--- config.mk ---
export PLATFORM = sky130hd
export DESIGN_NAME = uart_tx_controller_flat
export DESIGN_NICKNAME = d
export VERILOG_FILES = /design/src/rtl/uart_tx_controller_if.sv /design/src/rtl/uart_tx_controller.sv /design/src/flat_wrapper.sv
export SDC_FILE = /design/constraint.sdc
export NUM_CORES = 1
export LEC_CHECK = 0
export CAP_MARGIN = 20
export CORE_MARGIN = 3
export CORE_UTILIZATION = 40
export DETAILED_ROUTE_END_ITERATION = 10
export SYNTH_ARGS = -nofsm -noshare
export SYNTH_HDL_FRONTEND = slang
export SYNTH_SLANG_ARGS = --single-unit
--- constraint.sdc ---
create_clock -name clk -period 1.8 [get_ports clk]
set_clock_uncertainty 0.05 [all_clocks]
set_input_delay 0.18 -clock clk [delete_from_list [all_inputs] [get_ports clk]]
set_output_delay 0.18 -clock clk [all_outputs]
set_load 0.02 [all_outputs]
--- src/rtl/uart_tx_controller_if.sv ---
// -----------------------------------------------------------------------------
// uart_tx_controller_if
// Byte handshake between a requester and the UART transmitter.
//   tx_valid : requester -> transmitter, a byte is offered
//   tx_data  : requester -> transmitter, the byte (sampled only on acceptance)
//   tx_ready : transmitter -> requester, a byte can be accepted this cycle
// A byte moves on a rising clock edge where tx_valid and tx_ready are both 1.
// Modports: master = requester side, slave = transmitter side.
// -----------------------------------------------------------------------------
interface uart_tx_controller_if;
   logic       tx_valid;
   logic [7:0] tx_data;
   logic       tx_ready;

   modport master (
      output tx_valid,
      output tx_data,
      input  tx_ready
   );

   modport slave (
      input  tx_valid,
      input  tx_data,
      output tx_ready
   );
endinterface

--- src/rtl/uart_tx_controller.sv ---
// -----------------------------------------------------------------------------
// uart_tx_controller
// 8N1 UART transmitter: one start bit (0), eight data bits LSB first, one stop
// bit (1). Each bit is held for CLKS_PER_BIT clock cycles, so a frame takes
// 10*CLKS_PER_BIT cycles from the acceptance edge back to IDLE.
//
// Parameters
//   CLKS_PER_BIT : clock cycles per serial bit, 2..65535
// Ports
//   clk       : clock, all state changes on the rising edge
//   reset     : asynchronous active-high reset, aborts any frame in flight
//   host      : byte handshake (tx_valid / tx_data in, tx_ready out)
//   tx_out    : serial line, idle high
//   bit_index : index of the data bit currently on the line (0 outside DATA)
//   busy      : a frame is in progress (inverse of tx_ready)
//   tx_done   : one-cycle pulse in the last cycle of the stop bit
// -----------------------------------------------------------------------------
module uart_tx_controller #(
   parameter int unsigned CLKS_PER_BIT = 16
) (
   input  logic                       clk,
   input  logic                       reset,
   uart_tx_controller_if.slave        host,
   output logic                       tx_out,
   output logic [2:0]                 bit_index,
   output logic                       busy,
   output logic                       tx_done
);

   typedef enum logic [1:0] {
      IDLE  = 2'd0,
      START = 2'd1,
      DATA  = 2'd2,
      STOP  = 2'd3
   } state_t;

   // Counter value on the last cycle of a bit period.
   localparam logic [15:0] BIT_END = 16'(CLKS_PER_BIT - 1);

   state_t      state_reg,    state_next;
   logic [15:0] baud_cnt_reg, baud_cnt_next;
   logic [7:0]  data_reg,     data_next;
   logic [2:0]  bit_idx_reg,  bit_idx_next;

   logic        bit_end;
   logic        ready_c;
   logic        tx_out_c;
   logic        done_c;

   assign bit_end = (baud_cnt_reg == BIT_END);

   // -------------------------------------------------------------------------
   // State and datapath registers. Everything is cleared asynchronously so the
   // line returns high and the handshake opens the instant reset is seen.
   // -------------------------------------------------------------------------
   always_ff @(posedge clk or posedge reset) begin
      if (reset) begin
         state_reg    <= IDLE;
         baud_cnt_reg <= 16'd0;
         data_reg     <= 8'd0;
         bit_idx_reg  <= 3'd0;
      end else begin
         state_reg    <= state_next;
         baud_cnt_reg <= baud_cnt_next;
         data_reg     <= data_next;
         bit_idx_reg  <= bit_idx_next;
      end
   end

   // -------------------------------------------------------------------------
   // Next-state and output logic. The baud counter free-runs by default and is
   // forced to zero on every state entry and every bit advance, so each bit
   // period is exactly CLKS_PER_BIT cycles long.
   // -------------------------------------------------------------------------
   always_comb begin
      state_next    = state_reg;
      baud_cnt_next = baud_cnt_reg + 16'd1;
      data_next     = data_reg;
      bit_idx_next  = bit_idx_reg;
      ready_c       = 1'b0;
      tx_out_c      = 1'b1;
      done_c        = 1'b0;

      unique case (state_reg)
         IDLE: begin
            ready_c       = 1'b1;
            baud_cnt_next = 16'd0;
            bit_idx_next  = 3'd0;
            if (host.tx_valid) begin
               // The byte is captured here and never looked at again, so
               // later changes on tx_data cannot reach the frame in flight.
               data_next  = host.tx_data;
               state_next = START;
            end
         end

         START: begin
            tx_out_c = 1'b0;
            if (bit_end) begin
               state_next    = DATA;
               baud_cnt_next = 16'd0;
               bit_idx_next  = 3'd0;
            end
         end

         DATA: begin
            tx_out_c = data_reg[bit_idx_reg];
            if (bit_end) begin
               baud_cnt_next = 16'd0;
               if (bit_idx_reg == 3'd7) begin
                  // Leave DATA instead of wrapping the index back to 0.
                  state_next   = STOP;
                  bit_idx_next = 3'd0;
               end else begin
                  bit_idx_next = bit_idx_reg + 3'd1;
               end
            end
         end

         STOP: begin
            tx_out_c = 1'b1;
            if (bit_end) begin
               done_c        = 1'b1;
               state_next    = IDLE;
               baud_cnt_next = 16'd0;
            end
         end

         default: begin
            state_next    = IDLE;
            baud_cnt_next = 16'd0;
            bit_idx_next  = 3'd0;
         end
      endcase
   end

   // Outputs are decoded from registered state only, so they follow reset
   // immediately and stay glitch-free relative to clk.
   assign host.tx_ready = ready_c;
   assign busy          = ~ready_c;
   assign tx_out        = tx_out_c;
   assign tx_done       = done_c;
   assign bit_index     = bit_idx_reg;

endmodule

--- src/flat_wrapper.sv ---
// flat-port wrapper written by rule: the top's interface ports become plain ports
module uart_tx_controller_flat 
#(
   parameter int unsigned CLKS_PER_BIT = 16
)
  (clk, reset, tx_out, bit_index, busy, tx_done, host_tx_valid, host_tx_data, host_tx_ready);
  uart_tx_controller_if host_i ();
  input  logic clk;
  input  logic reset;
  output logic tx_out;
  output logic [2:0] bit_index;
  output logic busy;
  output logic tx_done;
  input wire logic [$bits(host_i.tx_valid)-1:0] host_tx_valid;
  input wire logic [$bits(host_i.tx_data)-1:0] host_tx_data;
  output wire logic [$bits(host_i.tx_ready)-1:0] host_tx_ready;
  assign host_i.tx_valid = host_tx_valid;
  assign host_i.tx_data = host_tx_data;
  assign host_tx_ready = host_i.tx_ready;
  uart_tx_controller #(.CLKS_PER_BIT(CLKS_PER_BIT)) u_core (.clk(clk), .reset(reset), .host(host_i), .tx_out(tx_out), .bit_index(bit_index), .busy(busy), .tx_done(tx_done));
endmodule
==> impl_metrics.toml <==
[yosys]
postSynthAreaPerCell_um2 = 11.4
ys_top_cells_by_area = "sky130_fd_sc_hd__dfrtp_1 45%, sky130_fd_sc_hd__ha_1 7.0%, sky130_fd_sc_hd__xnor2_1 6.0%"
synth.ff_latch_count = 29
syn-instance-count = 141
synth_enable_flop_cells = 0
nets_in_the_synthesized_netlist = 161
synthMostInstantiatedCell = "sky130_fd_sc_hd__dfrtp_1"
part_of_the_yosys_area_used_for_sequential_elements_pct = 45.3
synth_simple_gate_area_share_pct = 22.6
post_synth_num_cell_types = 33
synthDominantAreaCellType = "sky130_fd_sc_hd__dfrtp_1"
netlist_top_cells_count = "29 x sky130_fd_sc_hd__dfrtp_1, 18 x sky130_fd_sc_hd__nor2_1, 11 x sky130_fd_sc_hd__xnor2_1, 9 x sky130_fd_sc_hd__ha_1, 9 x sky130_fd_sc_hd__inv_1"
dominant_combinational_cell_family_by_area_after_synthesis = "simple AND/OR/NAND/NOR gates"
ys.warnings.count = 0
synthMuxAreaShare_pct = 11.2
yosys_most_used_dff = "sky130_fd_sc_hd__dfrtp_1"
ys_async_sr_fraction_pct = 100
syn_area_um2 = 1600
synth_compound_area_share_pct = 4.14
synth-xor-area-share_pct = 7.10
synthAdderAreaFrac_pct = 7.03
synth_top_area_share_pct = 45.3

[sta]
period_share_pct = 104
grt_setup_unrepaired = "true"
post_route_worst_setup_slack_ns = -0.0686
max-slew-margin-rel_pct = 74.8
worst_pin_slew_ns = 0.377
fin_crit_ns = 1.87
timing.final.hold_violations = 0
finalHoldWorstSlack_ns = 0.215
fmax_mhz = 535
fin_tns_setup_ns = -0.129
finalSetupViolations = 4
final_max_slew_viol_count = 0

[power_and_ir_drop]
leakage_component_of_the_power_uw = 0.00108
ir_drop_uv = 359
cellPowerDensity_nw_per_um2 = 617
finalPower_uw = 1400

[flow_run]
max-cap-violations = 0

[worst_setup_path]
startpoint_class_of_the_critical_path = "flop"
r2r_start = "u_core.baud_cnt_reg[11]$_DFF_PP0_"
crit_start = "u_core.baud_cnt_reg[11]$_DFF_PP0_"
worst-r2r-cell-count = 5
slack_of_the_worst_reg_to_reg_path_ns = -0.07
timing.critical_path.required_ns = 1.93
worst-path-max-fanout = 2
endpoint_kind = "flop"
path_class = "flop to flop"
critical_path_arrival_ns = 1.99
timing.rr.end = "u_core.state_reg[1]$_DFFE_PP0P_"

[die]
placeableCoreArea_um2 = 3770
dieHeight_um = 69.3
die_area_um2 = 4800
die_w_um = 69.3
design.portCount = 18
fp-row-count = 22
initial_core_util_pct = 42.5

[routing]
drc = 0
wirelength_um = 3520
drt-pass1-iter-count = 4
routed_wire_length_per_instance_um = 14.1
drt-initial-drc-count = 26
via_per_inst = 5.02
routed-via-count = 1254
route.antenna.remaining_nets = 0

[cells_and_area]
fillCellCount = 298
finish.instance_area_um2 = 2270
area_growth_syn_to_layout_pct = 41.8
drive_above_1_share_pct = 40.6
largest_register_ffs = 16
antennaDiodeCount = 0
design.final.nets = 221

[cts]
max-clock-path-buffers = 2
cts_inserted_buffers = 5
tritoncts_num_sinks = 29
cts.reportedPaths.clkPinSlew_ns = 0.07
cts.root.buffer_cell = "sky130_fd_sc_hd__clkbuf_8"
tritoncts_clock_tree = "built"
clkLatencyLatePin_ns = 0.29
cts_htree_levels = 2

[grt]
grt_pass1_wl_um = 6430
grt_pass1_vias = 1345
antenna_found_initial = 0
groute.usage.overall_pct = 17.0
grt_start_max_net_pins = 30
grt_remaining_overflow = 0

[placed_design]
place_congestion = 0.806
detailed_place_hpwl_um = 2640
postPlaceCellArea_um2 = 2100
place.port_buffers = 17

[outcome]
violated_checks = "setup timing"
status = "finished with violations"

[hold_path]
worst_hold_path_type = "input pin to async pin"
## metrics by stage
stage,setup WS (ns),std cells,utilization (%)
after floorplan,-0.0977,141,-
after global routing,-0.118,250,60.3
final,-0.0686,250,60.3
after detailed placement,-0.133,239,55.8
after global placement,-0.0728,239,55.8
after CTS,-0.0986,250,60.5
## kinds of logic after synthesis
group,Yosys count
AO/OA/AOI/OAI,9
multiplexers,14
XOR/XNOR,13
adder cells (fa/ha/maj),9
AND/OR/NAND/NOR,56
buffers and inverters,11
flip-flops,29
## layout by cell type (no fill, tap or decap), drive strengths merged
master / synthesis / routed
mux2i: 3 / 3
ha: 9 / 9
and3: 4 / 4
nor2: 18 / 18
mux4: 2 / 2
nand3: 6 / 6
o22ai: 1 / 1
nor4: 5 / 5
or4: 1 / 1
nand2: 7 / 7
a221o: 1 / 1
a21oi: 2 / 2
or4b: 1 / 1
dfrtp: 29 / 29
nor2b: 1 / 1
nor3: 4 / 4
clkbuf: 2 / 8
or2: 2 / 2
inv: 9 / 9
or3: 1 / 1
o31ai: 1 / 1
o211ai: 3 / 3
buf: 0 / 40
xor2: 2 / 2
mux2: 9 / 9
nand3b: 1 / 1
o311ai: 1 / 1
nand4: 5 / 5
clkinvlp: 0 / 1
xnor2: 11 / 11
clkdlybuf4s50: 0 / 13
bufinv: 0 / 1
## final cells by class
| class | count | area (um2) | area share, % |
|---|---|---|---|
| Timing Repair Buffer | 55 | 454 | 20.0 |
| Multi-Input combinational cell | 101 | 877 | 38.6 |
| Clock inverter | 2 | 37.5 | 1.65 |
| Tap cell | 48 | 60.1 | 2.64 |
| Clock buffer | 6 | 82.6 | 3.63 |
| Inverter | 9 | 33.8 | 1.49 |
| Sequential cell | 29 | 728 | 32.0 |
## worst max-delay path by stage
stage | endpoint | slack (ns) | cells after the start
2_1_floorplan | u_core.state_reg[1]$_DFFE_PP0P_ | -0.1 | 6
3_3_place_gp | tx_out | -0.07 | 4
3_5_place_dp | u_core.bit_index[0]$_DFFE_PP0P_ | -0.13 | 5
4_1_cts | u_core.state_reg[1]$_DFFE_PP0P_ | -0.1 | 5
5_1_grt | tx_out | -0.12 | 4
6_report | u_core.state_reg[1]$_DFFE_PP0P_ | -0.07 | 5
## power by group
part           leakage, uW  switching [uW]  internal (uW)
registers         0.000388               0            652
clock network    0.0000574             265            450
logic             0.000635            16.6           20.8
total              0.00108             282           1120
## critical path, cell delays in order (launching register included)
cell and delay [ns]:
sky130_fd_sc_hd__dfrtp_1 0.41, sky130_fd_sc_hd__nor4_4 0.32, sky130_fd_sc_hd__buf_4 0.17, sky130_fd_sc_hd__nand4_4 0.10, sky130_fd_sc_hd__a221o_2 0.40, sky130_fd_sc_hd__mux2_4 0.31
## metal layers
metal | share of wire, % | GRT usage, % | vias to the layer above
met1 | 43 | 20.5 | 603
met5 | 0 | 0 | -
li1 | - | - | 617
met4 | 2.1 | 7.16 | 0
met2 | 52 | 28.7 | 23
met3 | 3.2 | 4.06 | 11
## repair_timing
item	in CTS	in global routing
hold endpoints to repair	0	0
resized for setup	22	6
hold buffers	0	0
setup buffers	3	1
endpoints found under the setup margin	6	16
pin swaps	5	7
(Power assumes the default switching activity.)
==> patch: new RTL, same flow settings <==
Re-encode `state_t` (4 states) as one-hot, 4 bits wide.
--- a/src/rtl/uart_tx_controller.sv
+++ b/src/rtl/uart_tx_controller.sv
@@ -28,9 +28,9 @@
 );
 
-   typedef enum logic [1:0] {
-      IDLE  = 2'd0,
-      START = 2'd1,
-      DATA  = 2'd2,
-      STOP  = 2'd3
+   typedef enum logic [3:0] {
+      IDLE  = 4'b0001,
+      START = 4'b0010,
+      DATA  = 4'b0100,
+      STOP  = 4'b1000
    } state_t;
 
Function: no difference found for any inputs over 10 cycles, from zero or initial values and one cycle with reset high; not proved beyond that.
==> patch against the unedited design <==
- routed wire length fell by 6.8%
- critical path type is now reg2out
- largest power group unchanged
- setup slack improved by 0.11 ns
- final area shrank 2.0%
- critical endpoint is now tx_out
- combinational power shrank 2%
- total power is 3.1% higher
- sequential cell count up 2
- synthesized area rose by 2.7%
==> patch: results (changes against the unedited design) <==
metric	value	unit	change
destination of the worst register-to-register timing path	u_core.bit_index[1]		
fraction of layout instances using a drive strength above 1	37.8	%	-2.8 points
startpoint of the worst-slack reg-to-reg timing path	u_core.baud_cnt_reg[13]		
WP data arrival	1.53	ns	-0.46 ns
routability cong.	0.762		-5.5%
overall track demand over capacity in global routing	14.8	%	-2.1 points
result of the run	finished, final reports clean		
Crit path largest cell delay	0.51	ns	+0.10 ns
Global Route met3 Usage	3.60	%	-0.46 points
met1 track utilization from global routing	19.7	%	-0.80 points
DRC marker count from the first detailed-route iteration	49		+88%
total via count in the routed design	1230		-1.9%
largest net degree at the start of global routing	32		+6.7%
count of distinct cell types in the synthesized netlist	35		+6.1%
Lkg Pwr	1.01	nW	-6.3%
largest vdd supply drop	0.000441	V	+23%
dominant cells by area after synthesis	sky130_fd_sc_hd__dfrtp_1 46%, sky130_fd_sc_hd__xnor2_1 6.4%, sky130_fd_sc_hd__mux2_2 5.5%		
relative slew slack	71.7	%	-3.1 points
share of synthesized area occupied by flip-flops and latches	47.2	%	+1.9 points
Synth Area in Compound Gates	3.65	%	-0.49 points
Post-Synth Adder-Cell Area	2.28	%	-4.7 points
GRT met2 Usage	23.3	%	-5.4 points
filler instances	321		+7.7%
DR WL/cell	13.4	µm	-4.5%
area post-placement	2100	µm²	-0.30%
post-synthesis share of cell area spent on xor and xnor gates	7.45	%	+0.35 points
total nets after synthesis	155		-3.7%
worst setup slack after placement	-0.0702	ns	+0.0624 ns
family with the most delay on the worst path	multiplexers		
first-pass GRT wire length	5820	µm	-9.4%
post-detail-place hpwl	2410	µm	-8.9%
[patch: timing repair]
action	in CTS	in global routing
pin swaps	1	5
hold buffers	0	0
resized for setup	11	9
setup buffers	1	1
endpoints found under the setup margin	4	5
[patch: area by class of cell]
class | count | area share, %
Clock buffer | 6 | 3.71
Clock inverter | 2 | 1.57
Inverter | 10 | 1.68
Multi-Input combinational cell | 99 | 37.6
Sequential cell | 31 | 34.9
Tap cell | 48 | 2.70
Timing Repair Buffer | 48 | 17.9
[patch: metrics by stage]
stage	hold slack [ns]	utilization (%)	total power, W	std cells
floorplan	0.233	-	0.000720	141
global placement	0.437	55.2	0.000747	234
detailed placement	0.446	55.2	0.000748	234
CTS	0.230	58.4	0.00147	243
global route	0.277	58.7	0.00150	244
finish	0.218	58.7	0.00145	244
[patch: cell families after synthesis]
group,count (synthesis)
compound gates,7
xor+xnor,14
fa+ha+maj,3
buf+inv,11
flops,31
mux,13
simple gates,62
[patch: how the worst max path moves through the flow]
| stage | startpoint | end | depth (start not counted) | slack [ns] |
|---|---|---|---|---|
| 5_1_grt | u_core.bit_index[0] | tx_out | 4 | -0.04 |
| 3_5_place_dp | u_core.bit_index[0] | tx_out | 4 | -0.07 |
| 4_1_cts | u_core.baud_cnt_reg[5] | tx_done | 4 | 0.002 |
| 3_3_place_gp | u_core.bit_index[0] | tx_out | 4 | -0.05 |
| 2_1_floorplan | u_core.state_reg[0] | u_core.data_reg[0] | 3 | 0.15 |
| 6_report | u_core.bit_index[0] | tx_out | 4 | 0.04 |
[patch: power breakdown]
group	internal, W	switching [W]
Clock	0.000448	0.000266
Sequential	0.000697	0
Combinational	0.0000205	0.0000161
Total	0.00116	0.000282
[patch: layer usage]
layer,routed length (µm),vias up
li1,-,607
met5,0,-
met1,1540,601
met3,115,4
met4,42,0
met2,1590,18
[patch: worst min-delay path, stage by stage]
cell                              delay [ns]
sky130_fd_sc_hd__clkdlybuf4s50_1        0.39
sky130_fd_sc_hd__inv_1                  0.05
sky130_fd_sc_hd__buf_4                  0.35
